**src/rtl/ls1u_pkg.sv**
```systemverilog
// rtl/ls1u_pkg.sv - shared constants and types for the ls1u interrupt controller
package ls1u_pkg;
  localparam int NCH_DEF     = 8;
  localparam int DEPTH_DEF   = 4;
  localparam int CTX_W_DEF   = 48;
  localparam int AW_DEF      = 24;
  localparam int VSTRIDE_DEF = 16;

  localparam int CFG_AW = 4;
  localparam int CFG_DW = 8;
  localparam int PRIO_W = 2;
  localparam int IDX_W  = 3;

  localparam logic [CFG_AW-1:0] A_ENABLE  = 4'h0;
  localparam logic [CFG_AW-1:0] A_PENDING = 4'h1;
  localparam logic [CFG_AW-1:0] A_EDGE    = 4'h2;
  localparam logic [CFG_AW-1:0] A_PRIO_LO = 4'h3;
  localparam logic [CFG_AW-1:0] A_PRIO_HI = 4'h4;
  localparam logic [CFG_AW-1:0] A_VBASE_L = 4'h5;
  localparam logic [CFG_AW-1:0] A_VBASE_M = 4'h6;
  localparam logic [CFG_AW-1:0] A_VBASE_H = 4'h7;
  localparam logic [CFG_AW-1:0] A_STATUS  = 4'h8;

  localparam int ST_ERR_UNDER = 7;
  localparam int ST_ERR_TAKE  = 6;
  localparam int ST_DEPTH_LSB = 1;

  typedef struct packed {
    logic [IDX_W-1:0]  idx;
    logic [PRIO_W-1:0] prio;
  } tag_t;
endpackage

```
**src/rtl/ls1u_intc_if.sv**
```systemverilog
// rtl/ls1u_intc_if.sv - byte-wide configuration register bus
interface ls1u_intc_if;
  import ls1u_pkg::*;
  logic [CFG_AW-1:0] cfg_addr;
  logic [CFG_DW-1:0] cfg_wdata;
  logic [CFG_DW-1:0] cfg_rdata;
  logic              cfg_we;

  modport master (output cfg_addr, cfg_wdata, cfg_we, input cfg_rdata);
  modport slave  (input cfg_addr, cfg_wdata, cfg_we, output cfg_rdata);
endinterface

```
**src/rtl/ls1u_ctx_stack.sv**
```systemverilog
// rtl/ls1u_ctx_stack.sv - nesting stack; pop+push in one cycle replaces the top entry
module ls1u_ctx_stack
  import ls1u_pkg::*;
#(
  parameter int DEPTH = DEPTH_DEF,
  parameter int W     = 8
) (
  input  logic         clk,
  input  logic         rst,
  input  logic         push,
  input  logic         pop,
  input  logic [W-1:0] din,
  output logic [W-1:0] top,
  output logic [3:0]   depth
);
  logic [W-1:0] r_mem [DEPTH];
  logic [3:0]   r_depth;
  logic         w_pop_ok;
  logic         w_push_ok;
  logic [3:0]   w_wr_idx;

  assign w_pop_ok  = pop && (r_depth != 4'd0);
  assign w_push_ok = push && ((r_depth < 4'(DEPTH)) || w_pop_ok);
  assign w_wr_idx  = w_pop_ok ? r_depth - 4'd1 : r_depth;
  assign depth     = r_depth;

  always_comb begin
    top = '0;
    for (int i = 0; i < DEPTH; i++)
      if (4'(i) == r_depth - 4'd1) top = r_mem[i];
  end

  always_ff @(posedge clk or negedge rst) begin
    if (!rst) begin
      r_depth <= 4'd0;
      for (int i = 0; i < DEPTH; i++) r_mem[i] <= '0;
    end else begin
      for (int i = 0; i < DEPTH; i++)
        if (w_push_ok && 4'(i) == w_wr_idx) r_mem[i] <= din;
      r_depth <= r_depth + 4'(w_push_ok) - 4'(w_pop_ok);
    end
  end
endmodule

```
**src/rtl/ls1u_intc.sv**
```systemverilog
// rtl/ls1u_intc.sv - prioritised, nesting interrupt controller with vectored request
module ls1u_intc
  import ls1u_pkg::*;
#(
  parameter int NCH     = NCH_DEF,
  parameter int DEPTH   = DEPTH_DEF,
  parameter int CTX_W   = CTX_W_DEF,
  parameter int AW      = AW_DEF,
  parameter int VSTRIDE = VSTRIDE_DEF
) (
  input  logic             clk,
  input  logic             rst,
  input  logic [NCH-1:0]   src,
  output logic             irq,
  output logic [AW-1:0]    ivec,
  input  logic             take,
  input  logic [CTX_W-1:0] ctx_i,
  input  logic             ret,
  output logic [CTX_W-1:0] ctx_o,
  output logic             in_isr,
  ls1u_intc_if.slave       cfg
);
  localparam int TAG_W = $bits(tag_t);
  localparam int EW    = CTX_W + TAG_W;

  logic [NCH-1:0]    r_en, r_pend, r_edge, r_src_q;
  logic [PRIO_W-1:0] r_prio [NCH];
  logic [23:0]       r_vbase;
  logic              r_err_under, r_err_take;
  logic              r_irq;
  logic [AW-1:0]     r_ivec;
  tag_t              r_win;
  logic [CTX_W-1:0]  r_ctx_o;

  logic [3:0]        w_depth;
  logic [EW-1:0]     w_top;
  tag_t              w_top_tag, w_win;
  logic              w_found, w_elig, w_take_ok, w_pop;
  logic [NCH-1:0]    w_cand, w_w1c, w_tclr, w_pend_nxt;
  logic [15:0]       w_prio_flat;
  logic [7:0]        w_status, w_st_w1c;
  logic [AW-1:0]     w_vec;
  logic              w_unused_top_idx;

  assign w_take_ok        = take & r_irq;
  assign w_pop            = ret & (w_depth != 4'd0);
  assign w_top_tag        = w_top[TAG_W-1:0];
  assign w_unused_top_idx = ^w_top_tag.idx;

  ls1u_ctx_stack #(.DEPTH(DEPTH), .W(EW)) u_stack (
    .clk(clk), .rst(rst), .push(w_take_ok), .pop(ret),
    .din({ctx_i, r_win}), .top(w_top), .depth(w_depth)
  );

  // Strict '>' while scanning upward keeps ties on the lowest index.
  always_comb begin
    w_cand  = r_en & r_pend;
    w_found = 1'b0;
    w_win   = '0;
    for (int i = 0; i < NCH; i++) begin
      if (w_cand[i] && (!w_found || r_prio[i] > w_win.prio)) begin
        w_found    = 1'b1;
        w_win.idx  = IDX_W'(i);
        w_win.prio = r_prio[i];
      end
    end
  end

  assign w_elig = w_found && (w_depth < 4'(DEPTH)) &&
                  ((w_depth == 4'd0) || (w_win.prio > w_top_tag.prio));
  assign w_vec  = AW'(r_vbase) + AW'(w_win.idx) * AW'(VSTRIDE);

  always_comb begin
    w_w1c    = '0;
    w_st_w1c = '0;
    w_tclr   = '0;
    if (cfg.cfg_we && cfg.cfg_addr == A_PENDING) w_w1c = cfg.cfg_wdata[NCH-1:0];
    if (cfg.cfg_we && cfg.cfg_addr == A_STATUS) w_st_w1c = cfg.cfg_wdata;
    for (int i = 0; i < NCH; i++)
      if (w_take_ok && IDX_W'(i) == r_win.idx) w_tclr[i] = r_edge[i];
    // A new rising edge outranks any clear in the same cycle.
    w_pend_nxt = (r_edge & ((r_pend & ~w_w1c & ~w_tclr) | (src & ~r_src_q))) |
                 (~r_edge & src);
  end

  always_comb begin
    w_prio_flat = '0;
    for (int i = 0; i < NCH; i++) w_prio_flat[2*i +: 2] = r_prio[i];
    w_status = '0;
    w_status[ST_ERR_UNDER]       = r_err_under;
    w_status[ST_ERR_TAKE]        = r_err_take;
    w_status[ST_DEPTH_LSB +: 4]  = w_depth;
    case (cfg.cfg_addr)
      A_ENABLE:  cfg.cfg_rdata = 8'(r_en);
      A_PENDING: cfg.cfg_rdata = 8'(r_pend);
      A_EDGE:    cfg.cfg_rdata = 8'(r_edge);
      A_PRIO_LO: cfg.cfg_rdata = w_prio_flat[7:0];
      A_PRIO_HI: cfg.cfg_rdata = w_prio_flat[15:8];
      A_VBASE_L: cfg.cfg_rdata = r_vbase[7:0];
      A_VBASE_M: cfg.cfg_rdata = r_vbase[15:8];
      A_VBASE_H: cfg.cfg_rdata = r_vbase[23:16];
      A_STATUS:  cfg.cfg_rdata = w_status;
      default:   cfg.cfg_rdata = 8'h00;
    endcase
  end

  always_ff @(posedge clk or negedge rst) begin
    if (!rst) begin
      r_en        <= '0;
      r_pend      <= '0;
      r_edge      <= '0;
      r_src_q     <= '0;
      r_vbase     <= '0;
      r_err_under <= 1'b0;
      r_err_take  <= 1'b0;
      r_irq       <= 1'b0;
      r_ivec      <= '0;
      r_win       <= '0;
      r_ctx_o     <= '0;
      for (int i = 0; i < NCH; i++) r_prio[i] <= '0;
    end else begin
      r_src_q     <= src;
      r_pend      <= w_pend_nxt;
      r_irq       <= w_elig & ~w_take_ok;
      r_ivec      <= w_vec;
      r_win       <= w_win;
      r_err_take  <= (r_err_take & ~w_st_w1c[ST_ERR_TAKE]) | (take & ~r_irq);
      r_err_under <= (r_err_under & ~w_st_w1c[ST_ERR_UNDER]) | (ret & (w_depth == 4'd0));
      if (w_pop) r_ctx_o <= w_top[EW-1 -: CTX_W];
      if (cfg.cfg_we) begin
        case (cfg.cfg_addr)
          A_ENABLE:  r_en  <= cfg.cfg_wdata[NCH-1:0];
          A_EDGE:    r_edge <= cfg.cfg_wdata[NCH-1:0];
          A_PRIO_LO: for (int i = 0; i < 4; i++) if (i < NCH) r_prio[i] <= cfg.cfg_wdata[2*i +: 2];
          A_PRIO_HI: for (int i = 0; i < 4; i++) if (i + 4 < NCH) r_prio[i+4] <= cfg.cfg_wdata[2*i +: 2];
          A_VBASE_L: r_vbase[7:0]   <= cfg.cfg_wdata;
          A_VBASE_M: r_vbase[15:8]  <= cfg.cfg_wdata;
          A_VBASE_H: r_vbase[23:16] <= cfg.cfg_wdata;
          default:   ;
        endcase
      end
    end
  end

  assign irq    = r_irq;
  assign ivec   = r_ivec;
  assign ctx_o  = r_ctx_o;
  assign in_isr = (w_depth != 4'd0);
endmodule

```
**src/flat_wrapper.sv**
```systemverilog
// flat-port wrapper written by rule: the top's interface ports become plain ports
module ls1u_intc_flat import ls1u_pkg::*;
#(
  parameter int NCH     = NCH_DEF,
  parameter int DEPTH   = DEPTH_DEF,
  parameter int CTX_W   = CTX_W_DEF,
  parameter int AW      = AW_DEF,
  parameter int VSTRIDE = VSTRIDE_DEF
)
  (clk, rst, src, irq, ivec, take, ctx_i, ret, ctx_o, in_isr, cfg_cfg_addr, cfg_cfg_wdata, cfg_cfg_we, cfg_cfg_rdata);
  ls1u_intc_if cfg_i ();
  input  logic clk;
  input  logic rst;
  input  logic [NCH-1:0] src;
  output logic irq;
  output logic [AW-1:0] ivec;
  input  logic take;
  input  logic [CTX_W-1:0] ctx_i;
  input  logic ret;
  output logic [CTX_W-1:0] ctx_o;
  output logic in_isr;
  input wire logic [$bits(cfg_i.cfg_addr)-1:0] cfg_cfg_addr;
  input wire logic [$bits(cfg_i.cfg_wdata)-1:0] cfg_cfg_wdata;
  input wire logic [$bits(cfg_i.cfg_we)-1:0] cfg_cfg_we;
  output wire logic [$bits(cfg_i.cfg_rdata)-1:0] cfg_cfg_rdata;
  assign cfg_i.cfg_addr = cfg_cfg_addr;
  assign cfg_i.cfg_wdata = cfg_cfg_wdata;
  assign cfg_i.cfg_we = cfg_cfg_we;
  assign cfg_cfg_rdata = cfg_i.cfg_rdata;
  ls1u_intc #(.NCH(NCH), .DEPTH(DEPTH), .CTX_W(CTX_W), .AW(AW), .VSTRIDE(VSTRIDE)) u_core (.clk(clk), .rst(rst), .src(src), .irq(irq), .ivec(ivec), .take(take), .ctx_i(ctx_i), .ret(ret), .ctx_o(ctx_o), .in_isr(in_isr), .cfg(cfg_i));
endmodule
```
**config.mk**
```make
export PLATFORM = sky130hd
export DESIGN_NAME = ls1u_intc_flat
export DESIGN_NICKNAME = d
export VERILOG_FILES = /design/src/rtl/ls1u_pkg.sv /design/src/rtl/ls1u_intc_if.sv /design/src/rtl/ls1u_ctx_stack.sv /design/src/rtl/ls1u_intc.sv /design/src/flat_wrapper.sv
export SDC_FILE = /design/constraint.sdc
export NUM_CORES = 1
export LEC_CHECK = 0
export CORE_MARGIN = 2
export CORE_UTILIZATION = 41
export DETAILED_ROUTE_END_ITERATION = 16
export GPL_TIMING_DRIVEN = 0
export PLACE_DENSITY = 0.65
export SYNTH_ARGS = -nofsm -noshare
export SYNTH_HDL_FRONTEND = slang
export SYNTH_HIERARCHICAL = 1
export SYNTH_SLANG_ARGS = --single-unit
```
**constraint.sdc**
```tcl
create_clock -name clk -period 9.6 [get_ports clk]
set_input_delay 1.92 -clock clk [delete_from_list [all_inputs] [get_ports clk]]
set_output_delay 1.92 -clock clk [all_outputs]
set_load 0.01 [all_outputs]
```
==> results.json, run 1 <==
{
  "vdd_ir_drop_max_v": 0.000157,
  "fp.dieW_um": 208,
  "drv_slew": 0,
  "cts_root_buf": "clkbuf_16",
  "place_hpwl_mm": 31.3,
  "fin_nets": 1784,
  "max_freq_ghz": 0.107,
  "critical_path_arrival_ns": 9.83,
  "synthCells": 1466,
  "pin_count": 155,
  "diodes": 0,
  "cts_max_path_buffers": 3,
  "hold_viol": 0,
  "antenna_found_initial": 0,
  "use_met1": 0.278,
  "totalWireLength_mm": 45.9,
  "met2_usage": 0.354,
  "grt_pass1_vias": 12700,
  "setup_viol": 0,
  "power-per-cell-area_nw_per_um2": 286,
  "initial_core_util": 0.417,
  "via_per_inst": 5.48,
  "grt_max_degree": 122,
  "timing.hold.ws_ns": 0.424,
  "finClkSkew_ns": 0.0286,
  "finalCriticalPeriod_ns": 9.36,
  "grt_overflow_total": 0,
  "busiest_layer": "met2",
  "numClockSinks": 356,
  "hold_class": "flip-flop to flip-flop",
  "core_area_um2": 41000,
  "final_common_cell": "dfrtp_1",
  "grt_usage": 0.212,
  "grt_use_met3": 0.0521,
  "cp-end-kind": "flip-flop",
  "layout_setup_ws_ns": 0.242,
  "vias": 12300,
  "grt_pass1_wl_mm": 72.2,
  "dpl-instance-area_um2": 19300,
  "die_area_um2": 43300,
  "max_cap_violations": 0,
  "cp_max_fo": 5,
  "relSlewSlack": 0.189,
  "cts_tree": "done",
  "syn-cell-area_um2": 17100,
  "most-common-layout-cells": "354 x dfrtp_1, 277 x mux2_2, 148 x clkdlybuf4s50_1, 117 x a21oi_1, 109 x nand2_1",
  "slowest_stage": "dfrtp_2",
  "yosysWarnings": 6,
  "cp-start-kind": "flip-flop",
  "critical_path_class": "flip-flop to flip-flop",
  "syn_avg_cell_area_um2": 11.7,
  "remaining_drc_errors": 0,
  "place_congestion": 0.930,
  "drtPass1Iterations": 5,
  "fin_util": 0.513,
  "port_buffers": 149,
  "clk_pin_slew_ns": 0.06,
  "worstMarginPinSlew_ns": 1.21,
  "register_area_um2": 8910,
  "first_iter_violations": 575,
  "multi_input_area_um2": 7630,
  "cts_made_buffers": 41,
  "crit_path_frequent_cell": "ha_1",
  "fin_crit_sh": 0.975,
  "n_fill_cell": 3567,
  "routedWlPerCell_um": 20.5,
  "critPathMaxStageDelay_ns": 0.41,
  "dp_slack_ns": -0.924,
  "cp.required_ns": 10.08,
  "areaGrowthSynthToFinish_pct": 23.2,
  "status": "finished clean",
  "clkLatencyLatePin_ns": 0.57,
  "p_leak_nw": 9.57,
  "syn_nets": 1571,
  "die-height_um": 208,
  "drtAntennaViolNets": 0,
  "drive_above_1_share": 0.259,
  "rows": 74,
  "final_cell_area_um2": 21100,
  "htree_levels": 2
}
## report_power, final
part	internal (mW)	total, mW	switching, mW	leakage, nW
registers	1.90	2.19	0.289	4.74
logic	0.989	2.20	1.21	4.12
clock network	0.989	1.62	0.635	0.700
## what timing repair did
item                                    in CTS  in global routing
gates resized for setup                     16                 21
pin swaps                                    6                 16
hold buffers                                 0                  0
buffers inserted                             6                 12
endpoints found under the setup margin      20                 18
## registers in the layout, summed over array words and instances (netlist names)
signal                cells
u_core/r_edge             8
u_core/u_stack/r_mem    200
u_core/r_pend             8
u_core/r_err_under        1
u_core/ctx_o             48
u_core/r_src_q            8
u_core/r_win              5
u_core/irq                1
u_core/r_err_take         1
u_core/r_prio            16
u_core/ivec              24
u_core/u_stack/depth      4
u_core/r_vbase           24
u_core/r_en               8
## worst max-delay path, delay by kind of cell, from the launching register on
kind	cells	cell delay, ns
mux	3	1.02
flops	1	0.41
compound gates	17	3.04
fa+ha+maj	9	2.62
xor+xnor	1	0.12
simple gates	16	2.03
## worst paths after layout
check	from	end	slack [ns]	depth (start not counted)
max in group asynchronous	rst	u_core/r_prio[4]$_DFFE_PN0P_	6.65	4
setup reg to reg	u_core/r_pend[0]$_DFF_PN0_	u_core/ivec[20]$_DFF_PN0_	0.24	46
min in group asynchronous	rst	u_core/ctx_o[44]$_DFFE_PN0P_	1.13	1
hold reg to reg	u_core/r_vbase[1]$_DFFE_PN0P_	u_core/ivec[1]$_DFF_PN0_	0.42	0
setup / recovery	u_core/r_pend[0]$_DFF_PN0_	u_core/ivec[20]$_DFF_PN0_	0.24	46
hold / removal	u_core/r_vbase[1]$_DFFE_PN0P_	u_core/ivec[1]$_DFF_PN0_	0.42	0
## stage by stage
step | std cells | TNS (ns) | power, mW
after global placement | 2147 | -3160.03 | 4.19
after global routing | 2243 | -1.36 | 6.38
after detailed placement | 2150 | -11.79 | 4.24
after CTS | 2231 | 0 | 5.95
final | 2243 | 0 | 6.01
after floorplan | 1466 | 0 | 3.45
## area by class of cell
cell class,instances,share of cell area
Clock buffer,64,0.0600
Inverter,74,0.0132
Tap cell,532,0.0316
Buffer,87,0.0203
Multi-Input combinational cell,949,0.362
Clock inverter,11,0.00785
Timing Repair Buffer,170,0.0814
Sequential cell,356,0.423
## layer usage
layer  wire length [um]  share of wire  up-vias
met5                  0              0        -
met4                677          0.015        0
met3               2720          0.059       47
met2              22100           0.48      314
met1              20400           0.44     6296
li1                   -              -     5635
Power figures use the tool's default switching activity.
==> inputs of run 2 (changes only) <==
--- a/config.mk
+++ b/config.mk
@@ -9,7 +9,7 @@
 export CORE_UTILIZATION = 41
 export DETAILED_ROUTE_END_ITERATION = 16
 export GPL_TIMING_DRIVEN = 0
-export PLACE_DENSITY = 0.65
+export PLACE_DENSITY = 0.63
 export SYNTH_ARGS = -nofsm -noshare
 export SYNTH_HDL_FRONTEND = slang
 export SYNTH_HIERARCHICAL = 1
==> constraint.sdc (replaced) <==
create_clock -name clk -period 9.45 [get_ports clk]
set_input_delay 1.89 -clock clk [delete_from_list [all_inputs] [get_ports clk]]
set_output_delay 1.89 -clock clk [all_outputs]
set_load 0.01 [all_outputs]
==> results.json, run 2 (same netlist as run 1, synthesis figures left out) <==
{
  "status": "finished clean",
  "drv_slew": 0,
  "cp-end-kind": "flip-flop",
  "critPathMaxStageDelay_ns": 0.45,
  "clkLatencyLatePin_ns": 0.56,
  "finalCriticalPeriod_ns": 8.99,
  "slowest_stage": "dfrtp_2",
  "fin_nets": 1778,
  "fp.dieW_um": 208,
  "most-common-layout-cells": "354 x dfrtp_1, 276 x mux2_2, 148 x clkdlybuf4s50_1, 115 x a21oi_1, 109 x nand2_1",
  "max_cap_violations": 0,
  "numClockSinks": 356,
  "seqPwrFrac": 0.370,
  "cp_max_fo": 6,
  "cts_made_buffers": 40,
  "final_cells": 2234,
  "power_frac_comb": 0.373,
  "pwr-share-clk": 0.257,
  "grt_overflow_total": 0,
  "power-per-cell-area_nw_per_um2": 287,
  "rows": 74,
  "pin_count": 155,
  "vias": 12200,
  "die_area_um2": 43300,
  "initial_core_util": 0.417,
  "hold_class": "flip-flop to flip-flop",
  "final_common_cell": "dfrtp_1",
  "remaining_drc_errors": 0,
  "core_area_um2": 41000,
  "place_congestion": 0.910,
  "crit_path_frequent_cell": "ha_1",
  "rsz0062_at_grt": "false",
  "worstMarginPinSlew_ns": 1.22,
  "via_per_inst": 5.44,
  "drtAntennaViolNets": 0,
  "grt_usage": 0.211,
  "die-height_um": 208,
  "power.switching_mw": 2.15,
  "grt_use_met3": 0.0462,
  "first_iter_violations": 780,
  "diodes": 0,
  "grt_pass1_vias": 12700,
  "finClkSkew_ns": 0.0240,
  "cts_max_path_buffers": 3,
  "met2_usage": 0.337,
  "critical_path_arrival_ns": 9.45,
  "critical_path_class": "flip-flop to flip-flop",
  "fin_crit_sh": 0.951,
  "relSlewSlack": 0.182,
  "layout_setup_ws_ns": 0.458,
  "drive_above_1_share": 0.259,
  "top_register": "u_core/u_stack/r_mem",
  "placedCellCount": 2150,
  "grt_max_degree": 98,
  "p_sw_frac": 0.357,
  "antenna_found_initial": 1,
  "finalSetupTns_ns": 0,
  "setup_viol": 0,
  "cp.required_ns": 9.91,
  "vdd_ir_drop_max_v": 0.000153,
  "cts_tree": "done",
  "max_freq_ghz": 0.111,
  "place_hpwl_mm": 31.0,
  "cts_root_buf": "clkbuf_16",
  "p_leak_nw": 9.51,
  "port_buffers": 149,
  "routedWlPerCell_um": 20.2,
  "areaGrowthSynthToFinish_pct": 22.8,
  "use_met1": 0.283,
  "n_fill_cell": 3629,
  "grt_pass1_wl_mm": 71.7,
  "largest_reg_flops": 200,
  "busiest_layer": "met2",
  "internal_power_mw": 3.86,
  "totalWireLength_mm": 45.1,
  "hold_viol": 0,
  "dp_slack_ns": -1.11,
  "p_total_mw": 6.01,
  "cp-start-kind": "flip-flop",
  "htree_levels": 2,
  "drtPass1Iterations": 5,
  "clk_pin_slew_ns": 0.06
}
[run 2: final timing paths]
path,start,end,slack (ns),depth (start not counted)
worst min-delay path,u_core/r_vbase[0]$_DFFE_PN0P_,u_core/ivec[0]$_DFF_PN0_,0.44,0
worst max register to register,u_core/r_en[0]$_DFFE_PN0P_,u_core/ivec[10]$_DFF_PN0_,0.46,45
worst min register to register,u_core/r_vbase[0]$_DFFE_PN0P_,u_core/ivec[0]$_DFF_PN0_,0.44,0
max in group asynchronous,rst,u_core/ivec[11]$_DFF_PN0_,6.84,3
min in group asynchronous,rst,u_core/ctx_o[46]$_DFFE_PN0P_,1.30,1
worst max-delay path,u_core/r_en[0]$_DFFE_PN0P_,u_core/ivec[10]$_DFF_PN0_,0.46,45
[run 2: critical path, delay by kind of cell, from the launching register on]
family / cells / cell delay [ns]
muxes: 3 / 1.00
adders and majority gates: 9 / 2.25
DFF: 1 / 0.45
AOI/OAI and AO/OA: 18 / 3.07
and+or+nand+nor: 13 / 1.75
buffers and inverters: 1 / 0.14
xor gates and xnor gates: 1 / 0.23
[run 2: metal layers]
metal / vias to the layer above / wire length, um / part of all wire
met4: 2 / 1370 / 0.030
met2: 331 / 21100 / 0.47
met1: 6117 / 19900 / 0.44
li1: 5618 / - / -
met3: 89 / 2690 / 0.060
met5: - / 10 / 0.00022
[run 2: metrics by stage]
step | utilization | hold WS (ns) | cell area [um^2]
finish | 0.512 | 0.439 | 21000
detailed placement | 0.471 | 0.428 | 19300
CTS | 0.506 | 0.446 | 20800
global route | 0.512 | 0.451 | 21000
global placement | 0.469 | 0.426 | 19200
floorplan | - | 0.363 | 17100
[run 2: cell type report]
type / count / area [um^2] / share of cell area
flip-flops and latches: 356 / 8910 / 0.425
multi-input cells: 949 / 7710 / 0.367
repair buffers: 165 / 1680 / 0.0801
clock buffers: 62 / 1210 / 0.0575
well taps: 532 / 666 / 0.0317
plain buffers: 87 / 427 / 0.0203
inverters: 74 / 278 / 0.0132
clock inverters: 9 / 106 / 0.00507
[run 2: power by group through the flow]
stage          sequential, mW  clock (mW)  combinational [mW]
5_1_grt                  2.27        1.66                2.47
2_1_floorplan            2.18           0                1.32
6_report                 2.22        1.55                2.24
3_3_place_gp             2.23           0                2.03
4_1_cts                  2.22        1.59                2.15
3_5_place_dp             2.24           0                2.07
[run 2: what timing repair did]
action | 4_1_cts | 5_1_grt
pin swaps | 8 | 21
hold buffers | 0 | 0
hold endpoints to repair | 0 | 0
resized for setup | 21 | 31
setup buffers | 7 | 6
setup endpoints to repair | 20 | 18
